==> src/rtl/alu_issue_if.sv <==
// alu_issue_if: handshake and data bundle between the issue stage and its neighbours
// Signals: in_valid/in_ready/in_instr (instruction in), out_valid/out_ready/a/b/alu_op/out_rd
// (issued op), wb_valid/wb_rd/wb_data (ALU writeback), illegal/illegal_cnt/busy_mask (status).
// The slave modport is the issue stage; the master modport is whatever drives it.
interface alu_issue_if #(
    parameter int DATA_W = 16,
    parameter int NREGS  = 8,
    parameter int CNT_W  = 8
);
    logic                     in_valid, in_ready;
    logic [15:0]              in_instr;
    logic                     out_valid, out_ready;
    logic [DATA_W-1:0]        a, b;
    logic [3:0]               alu_op;
    logic [$clog2(NREGS)-1:0] out_rd;
    logic                     wb_valid;
    logic [$clog2(NREGS)-1:0] wb_rd;
    logic [DATA_W-1:0]        wb_data;
    logic                     illegal;
    logic [CNT_W-1:0]         illegal_cnt;
    logic [NREGS-1:0]         busy_mask;

    modport master (
        output in_valid, in_instr, out_ready, wb_valid, wb_rd, wb_data,
        input  in_ready, out_valid, a, b, alu_op, out_rd, illegal, illegal_cnt, busy_mask
    );
    modport slave (
        input  in_valid, in_instr, out_ready, wb_valid, wb_rd, wb_data,
        output in_ready, out_valid, a, b, alu_op, out_rd, illegal, illegal_cnt, busy_mask
    );
endinterface

==> src/rtl/alu_issue_stage.sv <==
// alu_issue_stage: decode, hazard-check and issue instructions to the 16-bit ALU
// Ports: clk (rising edge), rst_n (async active-low), bus (alu_issue_if.slave):
// instruction in via in_*, issued op via out_*/a/b/alu_op, results back via wb_*,
// status on illegal (pulse), illegal_cnt (saturating) and busy_mask (scoreboard).
module alu_issue_stage #(
    parameter int DATA_W = 16,
    parameter int NREGS  = 8,
    parameter int CNT_W  = 8
) (
    input  logic       clk,
    input  logic       rst_n,
    alu_issue_if.slave bus
);
    localparam int IW = $clog2(NREGS);

    logic [3:0]        op;
    logic [IW-1:0]     rd, rs1, rs2;
    logic              is_alu, is_ill, wb_en, hazard, acc, acc_alu;
    logic [NREGS-1:0]  clr, set, eff_sb;
    logic [DATA_W-1:0] rf_q [NREGS];
    logic [DATA_W-1:0] rd1, rd2;
    logic              out_valid_q, out_valid_d, illegal_q, illegal_d;
    logic [DATA_W-1:0] a_q, a_d, b_q, b_d;
    logic [3:0]        alu_op_q, alu_op_d;
    logic [IW-1:0]     out_rd_q, out_rd_d;
    logic [CNT_W-1:0]  cnt_q, cnt_d;
    logic [NREGS-1:0]  busy_q, busy_d;

    assign op     = bus.in_instr[15:12];
    assign rd     = bus.in_instr[11:9];
    assign rs1    = bus.in_instr[8:6];
    assign rs2    = bus.in_instr[5:3];
    assign is_alu = (op != 4'd0) && (op <= 4'd10);
    assign is_ill = op > 4'd10;
    // r0 is never written, so a writeback to it neither updates state nor clears a bit
    assign wb_en  = bus.wb_valid && (bus.wb_rd != '0);
    assign clr    = wb_en ? NREGS'(1) << bus.wb_rd : '0;
    // a retiring writeback unblocks issue in the same cycle
    assign eff_sb = busy_q & ~clr;
    assign hazard = is_alu && (eff_sb[rs1] || eff_sb[rs2] || eff_sb[rd]);

    assign bus.in_ready = (!out_valid_q || bus.out_ready) && !hazard;
    assign acc          = bus.in_valid && bus.in_ready;
    assign acc_alu      = acc && is_alu;
    assign set          = (acc_alu && rd != '0) ? NREGS'(1) << rd : '0;

    // reads bypass the writeback value so a just-unblocked op sees fresh data
    assign rd1 = (rs1 == '0) ? '0 : (wb_en && bus.wb_rd == rs1) ? bus.wb_data : rf_q[rs1];
    assign rd2 = (rs2 == '0) ? '0 : (wb_en && bus.wb_rd == rs2) ? bus.wb_data : rf_q[rs2];

    always_comb begin
        out_valid_d = acc_alu ? 1'b1 : (bus.out_ready ? 1'b0 : out_valid_q);
        a_d         = acc_alu ? rd1 : a_q;
        b_d         = acc_alu ? rd2 : b_q;
        alu_op_d    = acc_alu ? op : alu_op_q;
        out_rd_d    = acc_alu ? rd : out_rd_q;
        illegal_d   = acc && is_ill;
        cnt_d       = (illegal_d && cnt_q != '1) ? cnt_q + 1'b1 : cnt_q;
        // set after clear: issuing to rd while rd retires keeps the bit busy
        busy_d      = eff_sb | set;
    end

    always_ff @(posedge clk or negedge rst_n) begin
        if (!rst_n) begin
            out_valid_q <= 1'b0;
            a_q         <= '0;
            b_q         <= '0;
            alu_op_q    <= '0;
            out_rd_q    <= '0;
            illegal_q   <= 1'b0;
            cnt_q       <= '0;
            busy_q      <= '0;
        end else begin
            out_valid_q <= out_valid_d;
            a_q         <= a_d;
            b_q         <= b_d;
            alu_op_q    <= alu_op_d;
            out_rd_q    <= out_rd_d;
            illegal_q   <= illegal_d;
            cnt_q       <= cnt_d;
            busy_q      <= busy_d;
        end
    end

    always_ff @(posedge clk or negedge rst_n) begin
        if (!rst_n) begin
            for (int i = 0; i < NREGS; i++) rf_q[i] <= '0;
        end else if (wb_en) begin
            rf_q[bus.wb_rd] <= bus.wb_data;
        end
    end

    assign bus.out_valid   = out_valid_q;
    assign bus.a           = a_q;
    assign bus.b           = b_q;
    assign bus.alu_op      = alu_op_q;
    assign bus.out_rd      = out_rd_q;
    assign bus.illegal     = illegal_q;
    assign bus.illegal_cnt = cnt_q;
    assign bus.busy_mask   = busy_q;
endmodule

==> src/flat_wrapper.sv <==
// flat-port wrapper written by rule: the top's interface ports become plain ports
module alu_issue_stage_flat 
#(
    parameter int DATA_W = 16,
    parameter int NREGS  = 8,
    parameter int CNT_W  = 8
)
  (clk, rst_n, bus_in_valid, bus_in_instr, bus_out_ready, bus_wb_valid, bus_wb_rd, bus_wb_data, bus_in_ready, bus_out_valid, bus_a, bus_b, bus_alu_op, bus_out_rd, bus_illegal, bus_illegal_cnt, bus_busy_mask);
  alu_issue_if #(.DATA_W(DATA_W), .NREGS(NREGS), .CNT_W(CNT_W)) bus_i ();
  input  logic clk;
  input  logic rst_n;
  input wire logic [$bits(bus_i.in_valid)-1:0] bus_in_valid;
  input wire logic [$bits(bus_i.in_instr)-1:0] bus_in_instr;
  input wire logic [$bits(bus_i.out_ready)-1:0] bus_out_ready;
  input wire logic [$bits(bus_i.wb_valid)-1:0] bus_wb_valid;
  input wire logic [$bits(bus_i.wb_rd)-1:0] bus_wb_rd;
  input wire logic [$bits(bus_i.wb_data)-1:0] bus_wb_data;
  output wire logic [$bits(bus_i.in_ready)-1:0] bus_in_ready;
  output wire logic [$bits(bus_i.out_valid)-1:0] bus_out_valid;
  output wire logic [$bits(bus_i.a)-1:0] bus_a;
  output wire logic [$bits(bus_i.b)-1:0] bus_b;
  output wire logic [$bits(bus_i.alu_op)-1:0] bus_alu_op;
  output wire logic [$bits(bus_i.out_rd)-1:0] bus_out_rd;
  output wire logic [$bits(bus_i.illegal)-1:0] bus_illegal;
  output wire logic [$bits(bus_i.illegal_cnt)-1:0] bus_illegal_cnt;
  output wire logic [$bits(bus_i.busy_mask)-1:0] bus_busy_mask;
  assign bus_i.in_valid = bus_in_valid;
  assign bus_i.in_instr = bus_in_instr;
  assign bus_i.out_ready = bus_out_ready;
  assign bus_i.wb_valid = bus_wb_valid;
  assign bus_i.wb_rd = bus_wb_rd;
  assign bus_i.wb_data = bus_wb_data;
  assign bus_in_ready = bus_i.in_ready;
  assign bus_out_valid = bus_i.out_valid;
  assign bus_a = bus_i.a;
  assign bus_b = bus_i.b;
  assign bus_alu_op = bus_i.alu_op;
  assign bus_out_rd = bus_i.out_rd;
  assign bus_illegal = bus_i.illegal;
  assign bus_illegal_cnt = bus_i.illegal_cnt;
  assign bus_busy_mask = bus_i.busy_mask;
  alu_issue_stage #(.DATA_W(DATA_W), .NREGS(NREGS), .CNT_W(CNT_W)) u_core (.clk(clk), .rst_n(rst_n), .bus(bus_i));
endmodule
==> config.mk <==
export PLATFORM = sky130hd
export DESIGN_NAME = alu_issue_stage_flat
export DESIGN_NICKNAME = d
export VERILOG_FILES = /design/src/rtl/alu_issue_if.sv /design/src/rtl/alu_issue_stage.sv /design/src/flat_wrapper.sv
export SDC_FILE = /design/constraint.sdc
export NUM_CORES = 1
export LEC_CHECK = 0
export ABC_AREA = 1
export ABC_CLOCK_PERIOD_IN_PS = 1500
export BUFFER_PORTS_ARGS = -buffer_cell sky130_fd_sc_hd__buf_2
export CAP_MARGIN = 20
export CORE_MARGIN = 2
export CORE_UTILIZATION = 40
export DETAILED_ROUTE_END_ITERATION = 8
export GPL_ROUTABILITY_DRIVEN = 0
export SLEW_MARGIN = 20
export SYNTH_ARGS = -nofsm -noshare
export SYNTH_HDL_FRONTEND = slang
export SYNTH_SLANG_ARGS = --single-unit
==> constraint.sdc <==
create_clock -name clk -period 1.5 [get_ports clk]
set_input_delay 0.075 -clock clk [delete_from_list [all_inputs] [get_ports clk]]
set_output_delay 0.075 -clock clk [all_outputs]
set_load 0.02 [all_outputs]
== After elaboration in Yosys (flattened, before gate mapping) ==
Cells that the tools add are included.
Cells by class
  add/subtract/negate cells: 1
  order comparisons: 9
  eq/ne operators: 3
  shift operators: 2
  mux-type cells: 23
  bitwise logic cells: 6
  reduce and logical (&&, ||, !) cells: 23
Operators by type and width (number)
  $mux 16: 9
  $bwmux 128: 1
  $bmux 16 s3: 2
  $demux 16 s3: 1
  $mux 8: 2
  $shl 1x3->8 const A: 2
  $ge 4x4->1 const B: 3
  $logic_and 1x1->1: 12
  $lt 3x4->1 const B: 3
  $not 3->4: 3
  $bmux 1 s3: 3
  $add 8x1->8 const B: 1
  $and 8x8->8: 1
  $ne 8x8->1 const B: 1
  $not 8->8: 1
  $or 8x8->8: 1
  $eq 3x3->1: 2
  $logic_not 3->1: 2
  $reduce_bool 3->1: 2
  $mux 1: 5
  $gt 4x4->1 const B: 1
  $le 4x4->1 const B: 1
  $lt 4x1->1 const B: 1
  $reduce_bool 4->1: 1
  other kinds (3): 6
Word-level totals
  register bits after elaboration: 185
  bits of input ports: 40
  output and inout port bits: 58
  word-level logic and storage cells: 83

== Longest topological paths before layout ==
Gate-level depths: netlist of run 1.
  depth in word-level cells: 17
  mapped depth: 18

== Worst setup path before layout of run 1 ==
OpenSTA, ideal clock, no wires.
  path type: register -> register
  from: reg u_core.cnt_q[1] (netlist: u_core.bus.illegal_cnt[1])
  to: reg u_core.cnt_q[0] (netlist: u_core.bus.illegal_cnt[0])
  setup time: 0.123 ns
  arrival time: 1.622 ns
  path slack: -0.245 ns
  stages on the path, launching flop included: 9
  buffers on the path: 0
  period minus slack after synthesis: 1.745 ns
  cells stage by stage: dfrtp_1 ha_1 nand3_1 nor2_1 nand2_1 nor2_1 inv_1 nand3_1 nand2_1
On the way
  cells in the longest elaborated chain, start to end: 2
Ends and longest elaborated chain
  start, declared: RTL line alu_issue_stage.sv:26  | logic [CNT_W-1:0] cnt_q, cnt_d;
  start signal, assigned: RTL line alu_issue_stage.sv:80  | cnt_q <= cnt_d;
  $ne 8x8->1: RTL line alu_issue_stage.sv:58  | cnt_d = (illegal_d && cnt_q != '1) ? cnt_q + 1'b1 : cnt_q;
  $logic_and 1x1->1: RTL line alu_issue_stage.sv:58
Every way passes these cells.
A chain may end at the register's enable or synchronous reset.

== Worst setup path after layout of run 1 ==
  from: reg u_core.busy_q[5] (netlist: u_core.bus.busy_mask[5])
  to: out bus_in_ready
On the way
  cells in the longest elaborated chain, start to end: 8
  elaborated cells between the ends (all ways): 12
  classes of those cells: mux (6); bitwise (1); reduce/logical (5)
Ends and longest elaborated chain
  start, declared: RTL line alu_issue_stage.sv:27  | logic [NREGS-1:0] busy_q, busy_d;
  start signal, assigned: RTL line alu_issue_stage.sv:81  | busy_q <= busy_d;
  $and 8x8->8 *: RTL line alu_issue_stage.sv:39  | assign eff_sb = busy_q & ~clr;
  $bmux 1 s3: RTL line alu_issue_stage.sv:40  | assign hazard = is_alu && (eff_sb[rs1] || eff_sb[rs2] || eff_sb[rd]);
  $mux 1 (implied by the code): RTL line alu_issue_stage.sv:40
  $logic_or 1x1->1: RTL line alu_issue_stage.sv:40
  $logic_or 1x1->1 *: RTL line alu_issue_stage.sv:40
  $logic_and 1x1->1 *: RTL line alu_issue_stage.sv:40
  $logic_not 1->1 *: RTL line alu_issue_stage.sv:42  | assign bus.in_ready = (!out_valid_q || bus.out_ready) && !hazard;
  $logic_and 1x1->1 *: RTL line alu_issue_stage.sv:42
  end, declared: RTL line flat_wrapper.sv:18  | output wire logic [$bits(bus_i.in_ready)-1:0] bus_in_ready;
Every way passes the cells marked *; elsewhere a longest branch is shown, timed or not. The select of a mux whose other input is x is not followed.

==> impl_metrics.csv, run 1 <==
group,metric,value,unit
timing,finalCritPeriodShare,125,%
route,antenna_left,0,
yosys,yosysUniqueCellTypes,32,
placement,pre_cts_ws,-0.434,ns
route,wl_per_cell,19.2,um
floorplanning,dieArea,0.0245,sq mm
route,routed-wl-met3,1.83,mm
critical_path,r2r_start,"u_core.bus.busy_mask[5]$_DFF_PN0_",
timing,finalSetupViolCount,57,
yosys,synth_top_family_by_area,"compound AO/OA/AOI/OAI gates",
placement,port_buffers,94,
route,drt_wl_total,29.8,mm
route,viasPerCell,5.62,
placement,place_inst,1504,
power,switchingPower,6.05,mW
critical_path,worstPathArrival,1.80,ns
timing,hold-worst-slack,-0.00795,ns
clock_network,clock_sinks,185,
clock_network,clockRootBuffer,"clkbuf_16",
floorplanning,core_area,0.0228,sq mm
yosys,yosys.area.top_type_share,49.7,%
route,maxUsedRoutingLayer,"met4",
clock_network,cts_tree,"yes",
floorplanning,fp.dieW,157,um
yosys,synth_seq_cells,185,
timing,slew_headroom,62.5,%
critical_path,endpoint_kind,"primary output",
yosys,synthCells,1096,
yosys,synth-xor-area-share,0.940,%
yosys,yosys.area_share.simple,13.4,%
yosys,muxShareOfSynthArea,0,%
power,p_int,10.4,mW
timing,fmax,0.534,GHz
timing,worst_clock_skew,0.0120,ns
timing,worstMarginPinSlew,0.563,ns
route,vias,8738,
min_path,hp-class,"in -> reg",
yosys,yosys_warnings,0,
power,swShare,36.7,%
power,clkPwrFrac,27.3,%
floorplanning,rows,55,
cells_and_area,final_util,52.3,%
cells_and_area,layout_commonest_cell,"nand2_1",
floorplanning,dieHeight,157,um
grt,grt-ovfl-total,0,
route,wl_met2,14.0,mm
clock_network,clockBufferDepth,2,
min_path,min_from,"bus_wb_data[11]",
power,finalPower,16.5,mW
cells_and_area,layout-drive-gt1-share,26.2,%
cells_and_area,nNetsFinal,1270,
clock_network,clk_latency,0.45,ns
placement,placedInstanceArea,0.0108,sq mm
yosys,synth_fp_nets,1137,
timing,hold_viol,3,
placement,dp_hpwl,19.6,mm
yosys,syn_area_per_cell,8.50,sq um
yosys,yosys.area.top_type,"dfrtp_1",
grt,grt_pass1_wl,46.6,mm
critical_path,worstSetupPathType,"reg -> out",
critical_path,crit_required,1.42,ns
floorplanning,ios,98,
yosys,synth_area_leaders,"dfrtp_1 50%, o21ai_0 9.3%, nand2_1 8.6%, o221ai_1 8.5%, inv_1 3.6%",
yosys,synth_area,0.00931,sq mm
grt,grt_max_degree,47,
power,seqPwrFrac,42.5,%
run_status,outcome,"finished, violations left",
route,drc,0,
timing,final_max_slew_viol_count,0,
timing,fin_tns_setup,-16.98,ns
critical_path,path_max_fanout,4,
critical_path,startpoint,"u_core.bus.busy_mask[5]$_DFF_PN0_",
power,power.leakage,5.56,nW
cells_and_area,finalNonFillerCells,1556,
cells_and_area,area_growth_syn_to_layout,27.9,%
power,irDropWorstVdd,0.000775,V
critical_path,cp-start-kind,"flop",
timing,grt_setup_unrepaired,"yes",
grt,grtUsageTotal,24.5,%
timing,period_needed,1.87,ns
cells_and_area,mostFrequentLayoutCells,"183 x nand2_1, 176 x dfrtp_1, 159 x o21ai_0",
yosys,synth_compound_area_share,27.5,%
timing,fin_ws,-0.373,ns
grt,antenna_found_initial,0,
route,met1Wirelength,13.6,mm
power,pwr-share-comb,30.2,%
grt,grt_pass1_vias,8287,
clock_network,cts_inserted_buffers,17,
power,p_per_area,1380,mW/mm^2
cells_and_area,design_area,0.0119,sq mm
yosys,yosys.area_share.adder,0.134,%
clock_network,h-tree-depth,4,
flow_run,maxCapViolations,0,
clock_network,clk_pin_slew,0.07,ns
floorplanning,initial_utilization,40.9,%
route,drtIter0Drc,920,
run_status,violations,"hold timing, setup timing",
yosys,ys_seq_area_share,49.7,%
route,firstDrtPassIters,5,
[cell families after synthesis]
kind of cell | count (synthesis)
buffers and inverters | 188
AOI/OAI and AO/OA | 404
adders and majority gates | 1
DFF | 185
xor gates and xnor gates | 10
and+or+nand+nor | 308
[final cells by class]
class                           instances  area, sq um
Fill cell                            2095        10900
Sequential cell                       185         4640
Multi-Input combinational cell        724         4170
Timing Repair Buffer                  209         1770
Clock buffer                           18          439
Tap cell                              313          392
Inverter                               92          345
Clock inverter                         14          148
Antenna cell                            1         2.50
[routing by layer]
| metal | vias to the layer above | global-route usage, % |
|---|---|---|
| met4 | 0 | 7.73 |
| li1 | 4114 | - |
| met5 | - | 0 |
| met3 | 41 | 2.82 |
| met2 | 364 | 39.2 |
| met1 | 4219 | 34.8 |
[registers in the layout, summed over array words and instances, names as in the netlist, 3 cells and up]
signal                  cells
u_core.rf_q               128
u_core.bus.busy_mask        8
u_core.bus.illegal_cnt      8
u_core.bus.a               16
u_core.bus.b               16
u_core.bus.out_rd           3
u_core.bus.alu_op           4
[final timing paths]
kind | slack [ns] | end | depth (start not counted)
max reg2reg | -0.36 | u_core.bus.b[15]$_DFFE_PN0P_ | 14
min in group asynchronous | 0.14 | u_core.bus.a[0]$_DFFE_PN0P_ | 2
max | -0.37 | bus_in_ready | 10
max in group asynchronous | 0.75 | u_core.rf_q[12]$_DFFE_PN0P_ | 3
min | -0.008 | u_core.bus.b[11]$_DFFE_PN0P_ | 3
min reg2reg | 0.38 | u_core.rf_q[126]$_DFFE_PN0P_ | 0
[cell usage after synthesis (all sizes together)]
master	count
o221ai	90
o21bai	8
o211ai	28
o21a	1
o22ai	2
xnor2	4
xor2	6
buf	18
nand4	3
nand3	31
a211oi	26
o31ai	1
nor2	48
nor3	5
inv	92
clkbuf	78
ha	1
nand2	221
a21boi	1
dfrtp	185
o21ai	204
a21oi	43
[critical path, stage by stage, from the launching register on]
cell and delay [ns]:
dfrtp_2 0.44, inv_2 0.06, a21oi_2 0.04, nor2_1 0.11, nor2_1 0.05, nand2_1 0.05
nand2_1 0.05, nor2_2 0.12, nand2_2 0.11, a21boi_2 0.18, buf_6 0.14
[power groups by stage]
stage / clock [mW] / combinational, mW / sequential [mW]
2_1_floorplan: 0 / 2.12 / 7.52
3_3_place_gp: 0 / 4.39 / 6.96
3_5_place_dp: 0 / 4.47 / 6.97
4_1_cts: 4.55 / 4.73 / 6.93
5_1_grt: 4.79 / 5.50 / 7.14
6_report: 4.49 / 4.97 / 7.01
[timing repair]
item	CTS	global route
pin swaps	17	8
buffers inserted	3	0
setup endpoints to repair	57	57
gates cloned	4	4
hold buffers	8	0
endpoints found under the hold margin	192	0
gates resized for setup	42	41
(Power assumes the default switching activity.)
==> run 2: changes to the inputs <==
--- a/config.mk
+++ b/config.mk
@@ -5,11 +5,9 @@
 export SDC_FILE = /design/constraint.sdc
 export NUM_CORES = 1
 export LEC_CHECK = 0
-export ABC_AREA = 1
 export ABC_CLOCK_PERIOD_IN_PS = 1500
 export BUFFER_PORTS_ARGS = -buffer_cell sky130_fd_sc_hd__buf_2
 export CAP_MARGIN = 20
-export CORE_MARGIN = 2
 export CORE_UTILIZATION = 40
 export DETAILED_ROUTE_END_ITERATION = 8
 export GPL_ROUTABILITY_DRIVEN = 0
==> run 2 against run 1 <==
Effect of this change: the run still ends with hold timing, setup timing left; sequential power is 1% higher; register-to-register slack worse by 0.29 ns; routed wire length is 13% lower; synthesized area up 6.2%; total power increased by 5.3%; clock skew shrank 0.0027 ns; hold slack improved by 0.0048 ns; flip-flop and latch count did not move; critical path depth down 2.
==> impl_metrics.csv, run 2 <==
group,metric,value,unit
run_status,outcome,"finished, violations left",
run_status,violations,"hold timing, setup timing",
yosys,synth_edf_count,0,
yosys,synth_area,0.00989,sq mm
critical_path,worstPathArrival,2.10,ns
flow_run,maxCapViolations,0,
placement,port_buffers,94,
yosys,synth_area_leaders,"dfrtp_1 47%, mux4_2 15%, mux2_2 9.8%, mux2_4 4.9%, nand2_1 4.3%",
grt,grt_pass1_vias,7126,
cells_and_area,largest_register_ff_count,128,
grt,grt_pass1_wl,41.7,mm
placement,place_inst,1216,
timing,hold_viol,1,
yosys,synthCells,762,
critical_path,crit_required,1.42,ns
floorplanning,initial_utilization,40.8,%
timing,worstMarginPinSlew,0.465,ns
clock_network,cts_inserted_buffers,17,
timing,period_needed,2.17,ns
grt,grtUsageTotal,21.6,%
critical_path,critPathSlowestCell,"dfrtp_2",
yosys,synth_seq_cells,185,
route,wl_per_cell,20.2,um
cells_and_area,layout_commonest_cell,"dfrtp_1",
timing,finalCritPeriodShare,145,%
timing,worst_clock_skew,0.00927,ns
floorplanning,dieHeight,159,um
floorplanning,rows,57,
cells_and_area,final_util,52.9,%
yosys,synth_ff_type,"dfrtp_1",
route,drt_wl_total,25.9,mm
cells_and_area,area_growth_syn_to_layout,29.7,%
power,p_per_area,1350,mW/mm^2
route,antenna_left,0,
cells_and_area,top_register,"u_core.rf_q",
timing,final_max_slew_viol_count,0,
clock_network,cts_tree,"yes",
clock_network,clockRootBuffer,"clkbuf_16",
yosys,yosys_warnings,0,
critical_path,rrSetupSlack,-0.65,ns
cells_and_area,diodes,0,
grt,grt_max_degree,52,
clock_network,clk_latency,0.44,ns
critical_path,r2r_cells,8,
clock_network,clock_sinks,185,
cells_and_area,nNetsFinal,987,
timing,finalSetupViolCount,53,
cells_and_area,fillers,2088,
cells_and_area,seqCellArea,0.00464,sq mm
yosys,ys_seq_area_share,46.8,%
route,drc,0,
route,vias,6884,
yosys,syn_area_per_cell,13.0,sq um
yosys,netlist_top_cells_count,"185 x dfrtp_1, 112 x nand2_1, 86 x mux2_2",
timing,slew_headroom,68.8,%
critical_path,cp_slowest_stage_delay,0.42,ns
yosys,synth.most_common_cell,"dfrtp_1",
floorplanning,dieArea,0.0254,sq mm
clock_network,clockBufferDepth,2,
route,drtIter0Drc,389,
floorplanning,core_area,0.0242,sq mm
power,irDropWorstVdd,0.000842,V
route,firstDrtPassIters,4,
cells_and_area,multi_input_area,0.00504,sq mm
yosys,yosys.area.top_type_share,46.8,%
yosys,synth-async-reset-ratio,100,%
timing,fin_tns_setup,-26.89,ns
min_path,whs_path_depth,2,
cells_and_area,layout-drive-gt1-share,51.2,%
route,viasPerCell,5.37,
timing,hold-worst-slack,-0.00315,ns
clock_network,h-tree-depth,4,
timing,fin_ws,-0.673,ns
power,power.leakage,5.99,nW
critical_path,crit_chain,"nor2b_4 > a311oi_2 > a211oi_2 > nor4_4 > buf_4 > nand2_4 > a21boi_4 > buf_6",
critical_path,endpoint_kind,"primary output",
yosys,synth_fp_nets,803,
yosys,yosys.area.top_type,"dfrtp_1",
timing,fmax,0.460,GHz
floorplanning,fp.dieW,159,um
clock_network,clk_pin_slew,0.07,ns
grt,antenna_found_initial,0,
grt,grt-ovfl-total,0,
critical_path,worstSetupPathType,"reg -> out",
floorplanning,ios,98,
timing,grt_setup_unrepaired,"yes",
yosys,yosysUniqueCellTypes,52,
min_path,hp-class,"in -> reg",
placement,dp_hpwl,16.8,mm
critical_path,cp-start-kind,"flop",
cells_and_area,finalNonFillerCells,1283,
critical_path,path_max_fanout,3,
cells_and_area,mostFrequentLayoutCells,"177 x dfrtp_1, 108 x nand2_1, 104 x buf_4",
-- run 2: metrics by stage --
| stage | power (mW) | setup WS [ns] | area (sq um) |
|---|---|---|---|
| final | 17.3 | -0.673 | 12800 |
| after global routing | 18.2 | -0.757 | 12800 |
| after CTS | 17.4 | -0.788 | 12700 |
| after detailed placement | 12.6 | -0.603 | 11700 |
| after global placement | 12.5 | -0.550 | 11700 |
| after floorplan | 10.6 | -0.497 | 9980 |
-- run 2: cell type report --
cell class / count / share of cell area (%)
inverter: 4 / 0.117
sequential: 185 / 36.2
timing repair buffer: 254 / 16.8
multi-input combinational: 484 / 39.3
clock buffer: 18 / 3.35
tap: 324 / 3.16
clock inverter: 14 / 1.10
-- run 2: kinds of logic after synthesis --
family,after synthesis,synth area share [%]
mux,216,32.7
simple gates,192,9.40
flops,185,46.8
buf+inv,93,4.81
compound gates,65,5.26
xor+xnor,10,0.886
fa+ha+maj,1,0.127
-- run 2: worst paths after layout --
check,startpoint,end
worst max-delay path,u_core.bus.busy_mask[0]$_DFF_PN0_,bus_in_ready
worst min-delay path,bus_in_instr[10],u_core.bus.out_rd[1]$_DFFE_PN0P_
worst max register to register,u_core.bus.busy_mask[5]$_DFF_PN0_,u_core.bus.alu_op[0]$_DFFE_PN0P_
worst min register to register,u_core.rf_q[118]$_DFFE_PN0P_,u_core.rf_q[118]$_DFFE_PN0P_
max in group asynchronous,rst_n,u_core.rf_q[4]$_DFFE_PN0P_
min in group asynchronous,rst_n,u_core.bus.b[13]$_DFFE_PN0P_
-- run 2: metal layers --
metal,part of all wire [%],track usage [%],up-vias
li1,-,-,3161
met1,45,29.3,3520
met2,50,36.0,173
met3,3.8,3.05,30
met4,1.5,6.56,0
met5,0,0,-
-- run 2: worst max-delay path: cells and delay by family (launching register included) --
| kind | cells | cell delay (ns) |
|---|---|---|
| simple gates | 3 | 0.48 |
| flops | 1 | 0.42 |
| buf+inv | 2 | 0.31 |
| compound gates | 3 | 0.45 |
-- run 2: power breakdown --
group | switching (mW) | internal (mW) | total, mW
sequential | 0.849 | 6.25 | 7.10
combinational | 2.65 | 3.17 | 5.83
clock | 2.09 | 2.33 | 4.42
-- run 2: timing repair --
| item | CTS | global route |
|---|---|---|
| gates resized for setup | 27 | 14 |
| hold buffers | 22 | 1 |
| endpoints found under the hold margin | 225 | 1 |
| gates cloned | 4 | 0 |
| endpoints found under the setup margin | 53 | 54 |
| setup buffers | 4 | 6 |
| pin swaps | 10 | 14 |
==> run 3: changes to the inputs <==
--- a/config.mk
+++ b/config.mk
@@ -11,6 +11,8 @@
 export CORE_UTILIZATION = 40
 export DETAILED_ROUTE_END_ITERATION = 8
 export GPL_ROUTABILITY_DRIVEN = 0
+export HOLD_SLACK_MARGIN = 0.15
+export SETUP_SLACK_MARGIN = 0.2
 export SLEW_MARGIN = 20
 export SYNTH_ARGS = -nofsm -noshare
 export SYNTH_HDL_FRONTEND = slang
==> run 3 against run 2 <==
Effect of this change: the run ends with setup timing left; flip-flop and latch count is the same; global-route usage decreased by 0.44 points; sequential share of layout area down 0.49 points; clock skew grew 0.0024 ns; critical path depth is 1 higher; hold slack improved by 0.17 ns; clock power up 2%; first-iteration DRC count decreased by 1.0%; cell area rose by 1.4%; routed wire length increased by 0.51%; count of clock-buffer cells in the layout is 1 higher; die area unchanged; critical path type unchanged; largest power group unchanged.
==> impl_metrics.csv, run 3 (same netlist as run 2, synthesis figures left out) <==
group,metric,value,unit
clock_network,clk_latency,0.44,ns
critical_path,crit_required,1.42,ns
floorplanning,core_area,0.0242,sq mm
grt,grt_max_degree,50,
floorplanning,ios,98,
timing,worstMarginPinSlew,0.463,ns
route,vias,6936,
critical_path,worstPathArrival,2.09,ns
route,drt_wl_total,26.0,mm
grt,grt_pass1_wl,41.0,mm
cells_and_area,layout-drive-gt1-share,51.2,%
critical_path,worstSetupPathType,"reg -> out",
grt,grt_pass1_vias,7051,
min_path,hp-class,"in -> reg",
cells_and_area,nNetsFinal,995,
timing,fmax,0.461,GHz
clock_network,clockRootBuffer,"clkbuf_16",
route,antenna_left,0,
clock_network,cts_inserted_buffers,17,
clock_network,clock_sinks,185,
clock_network,h-tree-depth,4,
cells_and_area,diodes,0,
grt,grt-ovfl-total,0,
clock_network,clk_pin_slew,0.08,ns
timing,slew_headroom,69.1,%
route,viasPerCell,5.37,
timing,fin_ws,-0.670,ns
timing,hold_viol,0,
route,firstDrtPassIters,5,
floorplanning,rows,57,
power,p_per_area,1350,mW/mm^2
cells_and_area,largest_register_ff_count,128,
flow_run,maxCapViolations,0,
timing,final_max_slew_viol_count,0,
timing,worst_clock_skew,0.0116,ns
floorplanning,fp.dieW,159,um
timing,hold-worst-slack,0.168,ns
timing,fin_tns_setup,-26.92,ns
floorplanning,dieHeight,159,um
power,power.leakage,6.08,nW
power,finalPower,17.6,mW
run_status,outcome,"finished, violations left",
placement,dp_hpwl,17.2,mm
route,wl_per_cell,20.2,um
cells_and_area,mostFrequentLayoutCells,"177 x dfrtp_1, 109 x nand2_1, 100 x buf_4",
cells_and_area,area_growth_syn_to_layout,31.5,%
critical_path,cp-start-kind,"flop",
floorplanning,dieArea,0.0254,sq mm
cells_and_area,layout_commonest_cell,"dfrtp_1",
timing,grt_setup_unrepaired,"yes",
cells_and_area,final_util,53.6,%
power,irDropWorstVdd,0.000750,V
route,drtIter0Drc,385,
timing,finalCritPeriodShare,145,%
route,drc,0,
run_status,violations,"setup timing",
critical_path,path_max_fanout,3,
clock_network,clockBufferDepth,2,
grt,antenna_found_initial,0,
timing,finalSetupViolCount,52,
grt,grtUsageTotal,21.1,%
cells_and_area,top_register,"u_core.rf_q",
placement,port_buffers,94,
clock_network,cts_tree,"yes",
critical_path,endpoint_kind,"primary output",
timing,period_needed,2.17,ns
floorplanning,initial_utilization,40.8,%
run 3: final timing paths:
path | from | to | slack [ns] | cells past startpoint
min in group asynchronous | rst_n | u_core.bus.b[9]$_DFFE_PN0P_ | 0.18 | 2
worst min-delay path | bus_in_instr[10] | u_core.bus.busy_mask[4]$_DFF_PN0_ | 0.17 | 5
worst max register to register | u_core.bus.busy_mask[7]$_DFF_PN0_ | u_core.bus.a[15]$_DFFE_PN0P_ | -0.65 | 10
max in group asynchronous | rst_n | u_core.rf_q[105]$_DFFE_PN0P_ | 0.75 | 3
worst max-delay path | u_core.bus.busy_mask[7]$_DFF_PN0_ | bus_in_ready | -0.67 | 9
worst min register to register | u_core.rf_q[120]$_DFFE_PN0P_ | u_core.rf_q[120]$_DFFE_PN0P_ | 0.40 | 0
run 3: cell type report:
cell class                      count  area, sq um
Tap cell                          324          405
Clock buffer                       19          453
Clock inverter                     13          134
Inverter                            4         17.5
Timing Repair Buffer              262         2290
Fill cell                        2032        11200
Sequential cell                   185         4640
Multi-Input combinational cell    484         5060
run 3: repair_timing:
| action | in CTS | in global routing |
|---|---|---|
| endpoints found under the hold margin | 312 | 0 |
| resized for setup | 29 | 24 |
| setup endpoints to repair | 56 | 58 |
| hold buffers | 30 | 0 |
| pin swaps | 12 | 10 |
| setup buffers | 9 | 2 |
| cloned | 4 | 1 |
run 3: routing by layer:
| metal | global-route usage, % | vias to the layer above | wire length, um |
|---|---|---|---|
| li1 | - | 3181 | - |
| met1 | 29.0 | 3569 | 11700 |
| met2 | 35.1 | 161 | 12900 |
| met3 | 3.54 | 25 | 1030 |
| met4 | 5.07 | 0 | 375 |
| met5 | 0 | - | 0 |
run 3: through the flow:
stage               instance area, sq um  worst slack [ns]  cells
global route                       13000            -0.733   1291
global placement                   11700            -0.594   1213
floorplan                           9990            -0.495    762
CTS                                12900            -0.757   1288
finish                             13000            -0.670   1291
detailed placement                 11700            -0.661   1213
run 3: critical path, cell delays in order, from the launching register on:
cell      delay [ns]
dfrtp_1         0.41
buf_4           0.16
buf_4           0.13
nand4_1         0.08
a21boi_1        0.10
nor4_4          0.26
buf_4           0.18
nand2_4         0.05
a21boi_4        0.16
buf_6           0.13
run 3: where the power goes:
group	leakage, nW	switching [mW]	internal, mW	total (mW)
clock network	0.278	2.07	2.43	4.50
logic	3.50	2.68	3.32	6.00
registers	2.30	0.841	6.25	7.09
